==> config.mk <==
export PLATFORM = sky130hd
export DESIGN_NAME = pio_fifo_pair
export DESIGN_NICKNAME = d
export VERILOG_FILES = /design/src/rtl/pio_pkg.sv /design/src/rtl/pio_fifo_pair_fifo_ctrl.sv /design/src/rtl/pio_fifo_pair.sv
export SDC_FILE = /design/constraint.sdc
export NUM_CORES = 1
export LEC_CHECK = 0
export ABC_AREA = 1
export CORE_UTILIZATION = 40
export CTS_CLUSTER_DIAMETER = 50
export DETAILED_ROUTE_END_ITERATION = 6
export PLACE_DENSITY = 0.59
export SLEW_MARGIN = 25
export SYNTH_ARGS = -nofsm -noshare
export SYNTH_HDL_FRONTEND = slang
export SYNTH_SLANG_ARGS = --single-unit
==> constraint.sdc <==
create_clock -name clk -period 5.91 [get_ports clk]
set_input_delay 1.182 -clock clk [delete_from_list [all_inputs] [get_ports clk]]
set_output_delay 1.182 -clock clk [all_outputs]
set_load 0.005 [all_outputs]
==> src/rtl/pio_pkg.sv <==
// Shared constants and types for the PIO FIFO pair.
package pio_pkg;

  localparam int FIFO_DEPTH      = 4;
  localparam int FIFO_JOIN_DEPTH = 8;

  // Bit positions inside the sticky flags vector.
  localparam int FLAG_TX_OVER  = 3;
  localparam int FLAG_TX_UNDER = 2;
  localparam int FLAG_RX_OVER  = 1;
  localparam int FLAG_RX_UNDER = 0;

  typedef enum logic [1:0] {
    JOIN_NONE = 2'd0,
    JOIN_TX   = 2'd1,
    JOIN_RX   = 2'd2
  } join_mode_e;

  // Both joins requested at once is treated the same as no join.
  function automatic join_mode_e join_mode(input logic jtx, input logic jrx);
    join_mode_e m;
    m = JOIN_NONE;
    if (jtx && !jrx) m = JOIN_TX;
    if (jrx && !jtx) m = JOIN_RX;
    return m;
  endfunction

endpackage

==> src/rtl/pio_fifo_pair_fifo_ctrl.sv <==
// Pointer / level bookkeeping for one FIFO direction. The storage lives in
// the parent; this block only decides which accesses are accepted.
module fifo_ctrl #(
  parameter int DEPTH = 4
) (
  input  logic       clk,
  input  logic       reset,
  input  logic       flush,
  input  logic       deep,
  input  logic       disable_dir,
  input  logic       wr_req,
  input  logic       rd_req,
  output logic       wr_ok,
  output logic [2:0] wptr,
  output logic [2:0] rptr,
  output logic [3:0] level,
  output logic       full,
  output logic       empty
);
  import pio_pkg::*;

  logic [2:0] wptr_d, wptr_q, rptr_d, rptr_q;
  logic [3:0] level_d, level_q, depth;
  logic       full_d, full_q, empty_d, empty_q;
  logic       rd_ok;

  // Next pointers/level; full and empty are registered from the next level
  // so that accept decisions always use the pre-edge state.
  always_comb begin
    wr_ok   = wr_req & ~full_q;
    rd_ok   = rd_req & ~empty_q;
    depth   = deep ? 4'(FIFO_JOIN_DEPTH) : 4'(DEPTH);
    wptr_d  = wptr_q;
    rptr_d  = rptr_q;
    if (wr_ok) wptr_d = deep ? wptr_q + 3'd1 : {1'b0, wptr_q[1:0] + 2'd1};
    if (rd_ok) rptr_d = deep ? rptr_q + 3'd1 : {1'b0, rptr_q[1:0] + 2'd1};
    level_d = level_q + {3'b000, wr_ok} - {3'b000, rd_ok};
    if (flush || disable_dir) begin
      wptr_d  = 3'd0;
      rptr_d  = 3'd0;
      level_d = 4'd0;
    end
    full_d  = disable_dir | (level_d == depth);
    empty_d = (level_d == 4'd0);
  end

  // State registers.
  always_ff @(posedge clk or posedge reset) begin
    if (reset) begin
      wptr_q  <= 3'd0;
      rptr_q  <= 3'd0;
      level_q <= 4'd0;
      full_q  <= 1'b0;
      empty_q <= 1'b1;
    end else begin
      wptr_q  <= wptr_d;
      rptr_q  <= rptr_d;
      level_q <= level_d;
      full_q  <= full_d;
      empty_q <= empty_d;
    end
  end

  assign wptr  = wptr_q;
  assign rptr  = rptr_q;
  assign level = level_q;
  assign full  = full_q;
  assign empty = empty_q;

endmodule

==> src/rtl/pio_fifo_pair.sv <==
// TX/RX FIFO pair between host and one PIO state machine, first-word-fall-
// through, 4 deep each. Define PIO_FIFO_JOIN_EN to add join_tx/join_rx,
// which merge both halves into one 8-deep FIFO in a single direction.
module pio_fifo_pair
  import pio_pkg::*;
#(
  parameter int WIDTH = 32,
  parameter int DEPTH = 4
) (
  input  logic             clk,
  input  logic             reset,
  input  logic             sm_step,
  input  logic             pull,
  output logic [WIDTH-1:0] din,
  output logic             empty,
  input  logic             push,
  input  logic [WIDTH-1:0] dout,
  output logic             full,
  input  logic             tx_wen,
  input  logic [WIDTH-1:0] tx_wdata,
  output logic             tx_full,
  output logic [3:0]       tx_level,
  input  logic             rx_ren,
  output logic [WIDTH-1:0] rx_rdata,
  output logic             rx_empty,
  output logic [3:0]       rx_level,
  output logic [3:0]       flags,
  input  logic [3:0]       flags_clr
`ifdef PIO_FIFO_JOIN_EN
  ,
  input  logic             join_tx,
  input  logic             join_rx
`endif
);

  join_mode_e mode_d, mode_q;
  logic       flush;
  logic       tx_wr_ok, rx_wr_ok;
  logic [2:0] tx_wptr, tx_rptr, rx_wptr, rx_rptr;
  logic [2:0] tx_waddr, tx_raddr, rx_waddr, rx_raddr;
  logic [3:0] flags_d, flags_q;
  logic [WIDTH-1:0] mem_q [FIFO_JOIN_DEPTH];

`ifdef PIO_FIFO_JOIN_EN
  // Effective join mode; a change of mode flushes both directions.
  always_comb mode_d = join_mode(join_tx, join_rx);

  // Remember the mode in force so a change can be detected.
  always_ff @(posedge clk or posedge reset) begin
    if (reset) mode_q <= JOIN_NONE;
    else       mode_q <= mode_d;
  end
`else
  assign mode_d = JOIN_NONE;
  assign mode_q = JOIN_NONE;
`endif

  assign flush = (mode_d != mode_q);

  fifo_ctrl #(.DEPTH(DEPTH)) u_tx (
    .clk(clk), .reset(reset), .flush(flush),
    .deep(mode_d == JOIN_TX), .disable_dir(mode_d == JOIN_RX),
    .wr_req(tx_wen), .rd_req(sm_step & pull),
    .wr_ok(tx_wr_ok), .wptr(tx_wptr), .rptr(tx_rptr),
    .level(tx_level), .full(tx_full), .empty(empty)
  );

  fifo_ctrl #(.DEPTH(DEPTH)) u_rx (
    .clk(clk), .reset(reset), .flush(flush),
    .deep(mode_d == JOIN_RX), .disable_dir(mode_d == JOIN_TX),
    .wr_req(sm_step & push), .rd_req(rx_ren),
    .wr_ok(rx_wr_ok), .wptr(rx_wptr), .rptr(rx_rptr),
    .level(rx_level), .full(full), .empty(rx_empty)
  );

  // Array addressing: TX lives in 0-3 and RX in 4-7 unless joined.
  always_comb begin
    tx_waddr = (mode_q == JOIN_TX) ? tx_wptr : {1'b0, tx_wptr[1:0]};
    tx_raddr = (mode_q == JOIN_TX) ? tx_rptr : {1'b0, tx_rptr[1:0]};
    rx_waddr = (mode_q == JOIN_RX) ? rx_wptr : {1'b1, rx_wptr[1:0]};
    rx_raddr = (mode_q == JOIN_RX) ? rx_rptr : {1'b1, rx_rptr[1:0]};
    din      = empty    ? '0 : mem_q[tx_raddr];
    rx_rdata = rx_empty ? '0 : mem_q[rx_raddr];
  end

  // Storage, not reset. The two write ports never collide: a disabled
  // direction always reports full.
  always_ff @(posedge clk) begin
    if (tx_wr_ok) mem_q[tx_waddr] <= tx_wdata;
    if (rx_wr_ok) mem_q[rx_waddr] <= dout;
  end

  // Sticky flags; a set in the same cycle as its clear wins.
  always_comb begin
    flags_d = flags_q & ~flags_clr;
    if (tx_wen && tx_full)           flags_d[FLAG_TX_OVER]  = 1'b1;
    if (sm_step && pull && empty)    flags_d[FLAG_TX_UNDER] = 1'b1;
    if (sm_step && push && full)     flags_d[FLAG_RX_OVER]  = 1'b1;
    if (rx_ren && rx_empty)          flags_d[FLAG_RX_UNDER] = 1'b1;
  end

  // Flag register.
  always_ff @(posedge clk or posedge reset) begin
    if (reset) flags_q <= 4'd0;
    else       flags_q <= flags_d;
  end

  assign flags = flags_q;

endmodule

==> summary by stage, run 1 <==
Timing
The fraction of the cycle the final worst path needs is 67.08%. The tightest hold path in the finished design has a slack of 0.5235 ns. Setup repair after global routing left no endpoint under its margin. The count of final hold-check violations is 0.

For the pin with the worst max-slew slack, the measured transition is 0.8553 ns. The post-layout minimum cycle time is 3.964 ns. In this run the tightest slew margin relative to its limit is 42.98%.

The sum of negative setup slack is 0 ns. Setup violations remaining at the end of the flow were counted as 0. The worst-case clock skew is 0.01510 ns. Based on the critical path, the design can be clocked at up to 252.3 MHz. The number of max-slew violations in the final report came to 0.

Worst setup path
The data required time of the critical path is 4.73 ns. The largest driver fanout on the critical path is 48. At the worst endpoint, the arrival time is 2.78 ns. The kind of capture point of the worst setup path is an output port. The cell class contributing the biggest share of worst-path delay is buffers and inverters. STA classifies the critical path startpoint as a flip-flop. The critical path contains buffers and inverters numbering 3 combined. The slowest stage of the critical path belongs to the cell sky130_fd_sc_hd__inv_2. The critical path goes through inv_2, buf_4, nand2_1, nand2_1, nand2_1, a21oi_1, clkdlybuf4s50_1. The critical path is of the flip-flop to output port type. The dominant cell type by count on the critical path is sky130_fd_sc_hd__nand2_1. The largest single stage delay on the critical path is 0.60 ns.

Global routing
Global routing finished with a remaining overflow of 0. The global router's overall resource usage is 16.63%. The largest net degree at the start of global routing is 67. The most congested layer reported by global routing is met2. The global-route wire length before repair is 37.32 mm. The global routing met1 resource utilization is 22.96%. The global routing usage on met2 is 26.98%. The via count of the first global-routing pass is 6,824. The initial antenna violation count came to 1. Global routing consumed, on the met3 layer, 3.372% of the routing resources.

Clock network
The total clock buffers created by CTS is 31. The number of gates given a new drive strength after cts is 0. The clock network latency to the later pin of the worst-skew pair is 0.54 ns. The clock sink count is 280. The number of levels in the clock H-tree is 1. Hold repair after CTS inserted 0 buffers. Once the clock tree was built, the setup fixing pass inserted 0 buffers. TritonCTS built the clock tree. The tree is rooted in a sky130_fd_sc_hd__clkbuf_16. Counting along the longest clock path gives a buffer depth of 3.

After clock tree synthesis, the clock-pin slew on the worst setup and hold paths is 0.06 ns.

Outcome
The flow ran to the end, and the final reports show no timing, DRC or antenna violations.

Floorplan
The total area inside the core boundary comes to 27,780 sq um. From bottom edge to top edge, the die measures 170.3 microns. The effective utilization at floorplan is 40.76%. The top-level port count is 155. The floorplan row count is 61.

The floorplan step defined a die boundary enclosing 28,990 sq um. In this run the horizontal extent of the chip is 170.3 microns.

Pwr
Sequential cells account for 37.6% of the total power. The part of the power in combinational logic is 35.2%. The net switching fraction of the power is 31.52%.

The internal power of the cells totals 4.771 mW. For this design the ratio of total power to cell area is 484.5 nW/um^2. The completed layout was analyzed and its total power is 6.966 mW. Across the VDD grid, the largest voltage drop is 0.2546 mV. Of the total power, the clock network draws 27.1%. The static leakage is 5.365 nW. The net load switching power is 2.195 mW.

Yosys
Synthesis produced a netlist with a net count of 1,057. The netlist area before placement is 11,320 sq um. Synthesis produced 964 cells. During synthesis, Yosys emitted a total of 0 warnings. After synthesis, the cell types taking the most area are sky130_fd_sc_hd__edfxtp_1, sky130_fd_sc_hd__nand2_1, sky130_fd_sc_hd__nor2_1, sky130_fd_sc_hd__dfrtp_1, sky130_fd_sc_hd__a21oi_1.

Counting flops and latches in the post-synthesis netlist gives 280. Sequential elements use 73.22% of the synthesized area. The netlist uses 23 different library cells. In this run the mean area of a mapped cell was 11.75 sq um. The largest area contributor in the synthesized netlist is sky130_fd_sc_hd__edfxtp_1.

The top cell type by area accounts for 67.89% of the synthesized area.

Layout
Cells fill 51.76% of the core in the end. Compared with the post-synthesis result, the final layout area differs by 26.99%. The fill cell instance count of the final layout is 2,428.

After the last flow step, the layout net total stands at 1,211. The area of all placed cells without fillers is 14,380 sq um. The count of antenna diodes in the layout is 0.

The fraction of layout instances using a drive strength above 1 is 7.180%.

Drt
The remaining routing DRC violations is 0. The number of iterations in the first detailed-routing pass is 5. The count of nets left with antenna violations once routing finished came out at 0. Summed over all layers, the routed wires come to 23.82 mm. In the final routed layout, each cell accounts on average for 15.67 microns. Detailed routing inserted a total of 7,141 vias. The ratio of routed vias to standard cells is 4.698.

The number of DRC markers in iteration 0 is 565.

Placed design
The detailed placement HPWL is 13.96 mm. During placement, the flow inserted port buffers numbering 154. After detailed placement, the total cell area comes to 13,370 sq um.

The final weighted congestion of routability-driven global placement is 0.7253.

Flow run
The number of max-capacitance violations reported is 0.

Worst hold path
The type of the tightest min-delay check is flip-flop to flip-flop.
-- Yosys cell counts --
master                     instances
sky130_fd_sc_hd__nand2_1         278
sky130_fd_sc_hd__edfxtp_1        256
sky130_fd_sc_hd__nor2_1          147
sky130_fd_sc_hd__a21oi_1          65
sky130_fd_sc_hd__o21ai_0          56
sky130_fd_sc_hd__inv_1            38
sky130_fd_sc_hd__dfrtp_1          22
sky130_fd_sc_hd__clkbuf_1         18
sky130_fd_sc_hd__buf_2            16
sky130_fd_sc_hd__ha_1             16
sky130_fd_sc_hd__o21ai_1          14
sky130_fd_sc_hd__buf_4            11
sky130_fd_sc_hd__xor2_1            7
sky130_fd_sc_hd__nand3_1           6
sky130_fd_sc_hd__inv_2             3
sky130_fd_sc_hd__dfstp_2           2
sky130_fd_sc_hd__fa_1              2
sky130_fd_sc_hd__nand2b_1          2
sky130_fd_sc_hd__buf_1             1
sky130_fd_sc_hd__buf_6             1
sky130_fd_sc_hd__clkbuf_2          1
sky130_fd_sc_hd__nand3b_1          1
sky130_fd_sc_hd__or2_2             1
-- per-stage QoR --
stage               cells  setup WS (ns)
CTS                  1520          1.888
global route         1520          1.710
global placement     1456          2.424
detailed placement   1463          2.462
floorplan             964          2.744
finish               1520          1.946
-- final cells by class --
cell class	count	area [sq um]	area share, %
Sequential cell	280	8293	57.67
Clock buffer	37	798.3	5.551
Multi-Input combinational cell	595	2669	18.56
Clock inverter	20	214.0	1.488
Timing Repair Buffer	169	1774	12.34
Tap cell	378	473.0	3.289
Inverter	41	158.9	1.105
-- per-layer routing --
metal  vias up  share of wire (%)
li1       3569                  -
met1      3376                 45
met2       157                 47
met3        37                5.3
met4         2                1.9
met5         -              0.055
-- state kept, by name, indices dropped and copies added, names as in the netlist --
signal	cells
u_rx.wptr	2
mem_q	256
u_tx.full	1
u_tx.level	4
u_tx.wptr	2
u_rx.rptr	2
u_rx.empty	1
u_rx.full	1
u_rx.level	4
u_tx.rptr	2
u_tx.empty	1
flags	4
-- layout by cell type, fill, tap and decap left out, types with 4 or more instances in the layout --
cell type / count
sky130_fd_sc_hd__edfxtp_1: 256
sky130_fd_sc_hd__nor2_2: 4
sky130_fd_sc_hd__ha_1: 16
sky130_fd_sc_hd__buf_4: 8
sky130_fd_sc_hd__nor2_1: 139
sky130_fd_sc_hd__dfrtp_1: 20
sky130_fd_sc_hd__o21ai_1: 14
sky130_fd_sc_hd__nor2_4: 4
sky130_fd_sc_hd__clkbuf_1: 6
sky130_fd_sc_hd__xor2_1: 7
sky130_fd_sc_hd__buf_16: 5
sky130_fd_sc_hd__clkbuf_16: 31
sky130_fd_sc_hd__inv_1: 36
sky130_fd_sc_hd__bufinv_16: 4
sky130_fd_sc_hd__clkdlybuf4s50_1: 154
sky130_fd_sc_hd__nand2_1: 278
sky130_fd_sc_hd__o21ai_0: 56
sky130_fd_sc_hd__a21oi_1: 65
sky130_fd_sc_hd__nand3_1: 6
sky130_fd_sc_hd__clkinv_2: 11
-- power groups by stage --
| stage | sequential, mW | combinational, mW | clock [mW] |
|---|---|---|---|
| 3_3_place_gp | 2.66 | 2.41 | 0 |
| 3_5_place_dp | 2.66 | 2.49 | 0 |
| 5_1_grt | 2.65 | 2.76 | 2.01 |
| 6_report | 2.62 | 2.46 | 1.89 |
| 2_1_floorplan | 2.64 | 1.35 | 0 |
| 4_1_cts | 2.62 | 2.51 | 1.93 |
-- path summary, 6_finish.rpt --
check / cells after the start / endpoint / startpoint / slack [ns]
worst max-delay path: 7 / rx_rdata[8] / u_rx.rptr[0] / 1.95
worst min-delay path: 1 / u_tx.rptr[1] / u_tx.rptr[1] / 0.52
worst max register to register: 9 / u_tx.empty / u_tx.empty / 3.03
worst min register to register: 1 / u_tx.rptr[1] / u_tx.rptr[1] / 0.52
max in group asynchronous: 2 / u_tx.rptr[0] / reset / 4.47
min in group asynchronous: 2 / flags[2] / reset / 1.02
-- worst register-to-register path: cells and delay by family, from the launching register on --
kind	cells	cell delay, ns
XOR/XNOR	1	0.19
adder cells (fa/ha/maj)	3	0.88
buffers and inverters	2	0.12
flip-flops	1	1.09
AND/OR/NAND/NOR	3	0.51
-- cell families (layout without fill, tap and decap cells) --
family	after synthesis	count (layout)	share of synthesized area (%)
xor gates and xnor gates	7	7	0.5414
and+or+nand+nor	435	435	14.59
adders and majority gates	18	18	2.122
buffers and inverters	89	267	3.569
DFF	280	280	73.22
AOI/OAI and AO/OA	135	135	5.967
Note: power is estimated with default switching activity, not from simulation.
==> run 2, diff against run 1 <==
--- a/config.mk
+++ b/config.mk
@@ -9,7 +9,7 @@
 export CORE_UTILIZATION = 40
 export CTS_CLUSTER_DIAMETER = 50
 export DETAILED_ROUTE_END_ITERATION = 6
-export PLACE_DENSITY = 0.59
+export PLACE_DENSITY = 0.62
 export SLEW_MARGIN = 25
 export SYNTH_ARGS = -nofsm -noshare
 export SYNTH_HDL_FRONTEND = slang
==> constraint.sdc (replaced) <==
create_clock -name clk -period 3.3 [get_ports clk]
set_input_delay 0.66 -clock clk [delete_from_list [all_inputs] [get_ports clk]]
set_output_delay 0.66 -clock clk [all_outputs]
set_load 0.005 [all_outputs]
==> summary by stage, run 2 (same netlist as run 1, synthesis figures left out) <==
Flow run
The number of max-capacitance violations reported is 0 (unchanged).

Timing
Setup repair after global routing left no endpoint under its margin. The worst-case clock skew came to 0.01000 ns (-0.005105 ns). The number of max-slew violations in the final report came to 0 (unchanged).

The final hold slack is 0.4673 ns (-0.05616 ns). The worst slew margin relative to its limit is 63.55% (+21 points). The minimum setup slack in the final design is 0.1964 ns (-1.749 ns). The slew at the pin closest to its max-slew limit was 0.5455 ns (-0.3098 ns). The fraction of the cycle the final worst path needs is 94.05%. The count of final hold-check violations is 0 (unchanged). The peak clock frequency supported by timing is 322.2 MHz. After layout, the minimum clock period comes to 3.104 ns. The sum of negative setup slack is 0 ns (unchanged). The setup violation total in the final timing report is 0 (unchanged).

Worst setup path
The critical path goes through inv_2, buf_4, nand2_1, a21oi_1, clkdlybuf4s50_1. The critical path's largest stage delay was 0.55 ns (-0.05 ns). The worst endpoint data arrival time is 2.44 ns (-0.34 ns).

The category of the worst setup path launch point is a flip-flop. The largest driver fanout on the critical path is 22 (-54%). The library cell contributing the largest single delay on the critical path is sky130_fd_sc_hd__clkdlybuf4s50_1.

The critical path class is flip-flop to output port. The data required time of the critical path is 2.64 ns (-2.09 ns). The worst setup path is captured at an output port.

Layout
The area of all placed cells without fillers is 14,400 sq um (+0.15%). The flip-flop count of the largest register after layout is 256 (unchanged). The sequential cell area is 8293 sq um (unchanged). The register bank with the most flops is mem_q.

The leading cell type in the layout, fill and taps excluded is sky130_fd_sc_hd__nand2_1. The multi-input logic area came to 2669 sq um (unchanged). Leaving out fill and tap cells, the most frequent cells in the layout are sky130_fd_sc_hd__nand2_1, sky130_fd_sc_hd__edfxtp_1, sky130_fd_sc_hd__clkdlybuf4s50_1, sky130_fd_sc_hd__nor2_1, sky130_fd_sc_hd__a21oi_1. The final cell utilization of the core is 51.84% (+0.077 points). The fraction of layout instances using a drive strength above 1 is 6.969% (-0.21 points). The fill cell instance count of the final layout came to 2,410 (-0.74%). The final net count is 1,216 (+0.41%). The area growth from synthesis to layout is 27.18%.

Global routing
The aggregate global routing overflow is 0 (unchanged). The global router's overall resource usage is 16.42% (-0.21 points). The largest net degree at the start of global routing is 67 (unchanged). The via count of the first global-routing pass came to 6,807 (-0.25%). The initial antenna violation count is 5 (+4). The global-route wire length before repair is 36.79 mm (-1.4%).

Clock network
The total clock buffers created by CTS came to 31 (unchanged). The hold-fix buffer count after cts is 0 (unchanged). The clock sink count came to 280 (unchanged). The number of gates given a new drive strength after cts is 0 (unchanged).

The post-CTS repair timing setup buffer count is 0 (unchanged). TritonCTS built the clock tree. The post-CTS clock slew at the launch and capture registers of the worst setup and hold paths is 0.06 ns (about the same). The clock tree root driver cell is sky130_fd_sc_hd__clkbuf_16. The clock network latency to the later pin of the worst-skew pair was 0.55 ns (about the same). The maximum buffer depth of the clock tree was 3 (unchanged).

The number of levels in the clock H-tree is 1 (unchanged).

Floorplan
The core footprint was 27,780 sq um (unchanged). The height of the chip is 170.3 microns (unchanged). The floorplan row count is 61 (unchanged). The effective utilization at floorplan is 40.76% (unchanged).

The top-level port count is 155 (unchanged). The horizontal die dimension is 170.3 microns (unchanged). The floorplan die area is 28,990 sq um (unchanged).

Placed design
The final weighted congestion of routability-driven global placement is 0.7366 (+1.6%). The setup slack after placement is 0.5100 ns (-1.952 ns). The cell area after placement is 13,360 sq um (about the same). The detailed placement HPWL is 13.64 mm (-2.3%). The count of input and output buffers was 154 (unchanged).

Worst hold path
The worst hold path belongs to the class primary input to async pin.

Drt
The ratio of routed vias to standard cells came to 4.749 (+1.1%). The number of iterations in the first detailed-routing pass is 5 (unchanged). The total detailed-routing wirelength is 23.72 mm (-0.39%). The routed length per instance came to 15.54 microns (-0.84%). The total via count after detailed routing was 7,251 (+1.5%).

The residual antenna-violating net count after detailed routing is 0 (unchanged). The remaining routing DRC violations was 0 (unchanged). The number of DRC markers in iteration 0 is 501 (-11%).

Outcome
The flow ran to the end, and the final reports show no timing, DRC or antenna violations.

Pwr
The peak ir drop on the vdd network was 0.4379 mV (+72%). The static leakage was 5.378 nW (+0.24%). The power per unit of standard cell area is 874.5 nW/um^2 (+81%).
## run 2: cell count changes in the layout (fill, tap and decap cells not counted), moves of 5 or more
cell | previous run | this run
sky130_fd_sc_hd__clkinv_1 | 2 | 10
sky130_fd_sc_hd__buf_12 | 1 | 6
sky130_fd_sc_hd__clkinv_2 | 11 | 0
sky130_fd_sc_hd__buf_16 | 5 | 0
sky130_fd_sc_hd__buf_4 | 8 | 14
## run 2: metal layers
metal / track usage, % / vias to the layer above / share of wire [%]
li1: - / 3587 / -
met1: 21.17 / 3444 / 43
met2: 27.78 / 173 / 49
met3: 3.791 / 41 / 6.2
met4: 4.387 / 6 / 2.0
met5: 0 / - / 0.15
## run 2: critical path, delay by kind of cell, from the launching register on
kind            cells  cell delay (ns)
simple gates        1             0.08
flops               1             0.40
buf+inv             3             1.20
compound gates      1             0.22
## run 2: path summary, 6_finish.rpt
| kind | to | slack [ns] | depth (start not counted) | startpoint |
|---|---|---|---|---|
| worst max-delay path | din[31] | 0.20 | 5 | u_tx.rptr[1] |
| worst min-delay path | flags[3] | 0.47 | 3 | reset |
| worst max register to register | u_tx.full | 0.85 | 9 | u_tx.empty |
| worst min register to register | u_tx.rptr[1] | 0.49 | 1 | u_tx.rptr[1] |
| max in group asynchronous | u_rx.empty | 2.53 | 3 | reset |
| min in group clk | u_tx.rptr[1] | 0.49 | 1 | u_tx.rptr[1] |
## run 2: final cells by class
| cell class | count | area share (%) |
|---|---|---|
| Sequential cell | 280 | 57.58 |
| Clock buffer | 36 | 5.517 |
| Inverter | 41 | 1.069 |
| Clock inverter | 22 | 1.729 |
| Tap cell | 378 | 3.284 |
| Timing Repair Buffer | 174 | 12.27 |
| Antenna cell | 1 | 0.01738 |
| Multi-Input combinational cell | 595 | 18.53 |
## run 2: power breakdown
group	switching (mW)	internal, mW
sequential	0.178	4.50
combinational	2.42	2.04
clock	1.34	2.12
total	3.94	8.65
## run 2: through the flow
step | power (mW) | std cells
2_1_floorplan | 7.136 | 964
5_1_grt | 13.41 | 1527
4_1_cts | 12.76 | 1526
3_3_place_gp | 9.200 | 1468
6_report | 12.59 | 1527
3_5_place_dp | 9.262 | 1468
==> run 3, diff against run 2 <==
--- a/config.mk
+++ b/config.mk
@@ -7,8 +7,9 @@
 export LEC_CHECK = 0
 export ABC_AREA = 1
 export CORE_UTILIZATION = 40
-export CTS_CLUSTER_DIAMETER = 50
+export CTS_CLUSTER_DIAMETER = 100
 export DETAILED_ROUTE_END_ITERATION = 6
+export GPL_TIMING_DRIVEN = 0
 export PLACE_DENSITY = 0.62
 export SLEW_MARGIN = 25
 export SYNTH_ARGS = -nofsm -noshare
==> summary by stage, run 3 (same netlist as run 1, synthesis figures left out) <==
Outcome
The flow ran to the end, and the final reports show no timing, DRC or antenna violations.

Clock network
TritonCTS built the clock tree. The hold-fix buffer count after cts is 0 (unchanged). The post-CTS clock slew at the launch and capture registers of the worst setup and hold paths is 0.06 ns (about the same).

The total clock buffers created by CTS was 29 (-6.5%). The number of levels in the clock H-tree is 1 (unchanged). The clock sink count is 280 (unchanged).

The clock network latency to the later pin of the worst-skew pair is 0.53 ns (-0.02 ns). The maximum buffer depth of the clock tree is 3 (unchanged). The clock tree root driver cell is sky130_fd_sc_hd__clkbuf_16.

Timing
The number of max-slew violations in the final report came to 0 (unchanged). The setup violation total in the final timing report is 0 (unchanged). The slew at the pin closest to its max-slew limit was 0.6854 ns (+0.1399 ns).

The worst-case clock skew is 0.007367 ns (-0.002634 ns). The final hold slack was 0.4857 ns (+0.01843 ns). The worst slew margin relative to its limit is 54.20% (-9.4 points).

The sum of negative setup slack is 0 ns (unchanged). The post-layout minimum cycle time came to 3.175 ns (+0.07157 ns). The fraction of the cycle the final worst path needs was 96.22% (+2.2 points).

Setup repair after global routing left no endpoint under its margin. The peak clock frequency supported by timing came to 314.9 MHz (-2.3%). The count of final hold-check violations was 0 (unchanged).

Floorplan
The height of the chip is 170.3 microns (unchanged). The top-level port count is 155 (unchanged). The floorplan die area is 28,990 sq um (unchanged). The floorplan row count came to 61 (unchanged).

The horizontal die dimension came to 170.3 microns (unchanged). The core footprint was 27,780 sq um (unchanged). The effective utilization at floorplan is 40.76% (unchanged).

Layout
Relative to the synthesized area, the layout overhead comes to 28.34%. The multi-input logic area was 2689 sq um (+0.75%). The register bank with the most flops is mem_q.

The flip-flop count of the largest register after layout was 256 (unchanged). The non-filler instance count after layout is 1,556 (+1.9%). The top cell types in the final layout, fill and taps aside, are sky130_fd_sc_hd__nand2_1, sky130_fd_sc_hd__edfxtp_1, sky130_fd_sc_hd__clkdlybuf4s50_1, sky130_fd_sc_hd__nor2_1, sky130_fd_sc_hd__a21oi_1. The fraction of layout instances using a drive strength above 1 was 8.836% (+1.9 points). The sequential cell area is 8290 sq um (about the same).

The final cell utilization of the core is 52.31% (+0.47 points). The fill cell instance count of the final layout was 2,378 (-1.3%). The final net count came to 1,250 (+2.8%).

The leading cell type in the layout, fill and taps excluded is sky130_fd_sc_hd__nand2_1.

Global routing
The largest net degree at the start of global routing is 25 (-63%). The aggregate global routing overflow is 0 (unchanged). The initial antenna violation count is 1 (-4). The global router's overall resource usage is 17.52% (+1.1 points). The via count of the first global-routing pass is 7,156 (+5.1%). The global-route wire length before repair is 38.78 mm (+5.4%).

Flow run
The number of max-capacitance violations reported is 0 (unchanged).

Worst setup path
Counting stages on the worst path, the most repeated cell is sky130_fd_sc_hd__clkbuf_1. The signal on the critical path passes through clkbuf_1, clkbuf_1, a21oi_1, clkdlybuf4s50_1. The setup path with the least slack is of type flip-flop to output port. The critical path's largest stage delay is 0.53 ns (-0.02 ns). The kind of capture point of the worst setup path is an output port. The data required time of the critical path is 2.64 ns (about the same). The worst endpoint data arrival time is 2.52 ns (+0.08 ns). For this design, the slowest cell found on the critical path is sky130_fd_sc_hd__dfstp_2.

The category of the worst setup path launch point is a flip-flop. The largest driver fanout on the critical path was 10 (-55%).

Drt
The total detailed-routing wirelength is 24.94 mm (+5.1%). The number of DRC markers in iteration 0 is 544 (+8.6%). The remaining routing DRC violations was 0 (unchanged).

The routed length per instance is 16.03 microns (+3.2%). The residual antenna-violating net count after detailed routing was 0 (unchanged). The number of iterations in the first detailed-routing pass was 6 (+1). The total via count after detailed routing is 7,356 (+1.4%). The ratio of routed vias to standard cells is 4.728 (-0.44%).

Placed design
The count of input and output buffers is 154 (unchanged). The number of placed cells counting well taps is 1,504 (+2.5%). The final weighted congestion of routability-driven global placement is 0.7566 (+2.7%). The detailed placement HPWL is 16.29 mm (+19%).

Pwr
The power per unit of standard cell area was 860.7 nW/um^2 (-1.6%). The peak ir drop on the vdd network is 0.4373 mV (-0.13%). The static leakage is 5.469 nW (+1.7%).

Worst hold path
The type of the tightest min-delay check is primary input to async pin.
## run 3: final cells by class
cell class | instances | area share [%]
buffer | 48 | 1.799
clock buffer | 31 | 5.045
timing repair buffer | 162 | 12.04
antenna | 1 | 0.01722
tap | 378 | 3.254
inverter | 41 | 1.059
sequential | 280 | 57.05
multi-input combinational | 595 | 18.50
clock inverter | 20 | 1.240
## run 3: power breakdown
part	switching [mW]	internal (mW)	leakage, nW
Sequential	0.168	4.49	2.63
Clock	1.29	1.83	0.448
Combinational	2.59	2.14	2.39
## run 3: worst paths after layout
| path | endpoint | slack, ns | start | cells past startpoint |
|---|---|---|---|---|
| setup reg to reg | u_rx.empty | 0.72 | u_rx.empty | 9 |
| max in group asynchronous | u_rx.empty | 2.45 | reset | 2 |
| min in group clk | u_tx.rptr[1] | 0.50 | u_tx.rptr[1] | 1 |
| setup / recovery | rx_rdata[30] | 0.12 | u_rx.empty | 4 |
| hold / removal | flags[3] | 0.49 | reset | 2 |
| hold reg to reg | u_tx.rptr[1] | 0.50 | u_tx.rptr[1] | 1 |
## run 3: through the flow
step                setup slack (ns)  instance area, sq um  power [mW]
floorplan                     0.6558                 11320       7.136
global placement              -1.093                 13340       9.322
detailed placement            0.3131                 13610       9.503
CTS                          0.03220                 14520       12.63
global route                0.008714                 14530       13.30
finish                        0.1248                 14530       12.51
## run 3: what timing repair did
action	in CTS	in global routing
setup endpoints to repair	0	20
buffers inserted	0	0
resized for setup	0	18
## run 3: critical path: cells and delay by family, from the launching register on
family / cells / cell delay, ns
DFF: 1 / 0.53
buffers and inverters: 3 / 1.33
AOI/OAI and AO/OA: 1 / 0.12
## run 3: per-layer routing
metal | track usage, % | routed length, microns
met1 | 23.42 | 11020
met2 | 29.24 | 11920
met3 | 3.023 | 1373
met4 | 5.210 | 636
met5 | 0 | 0
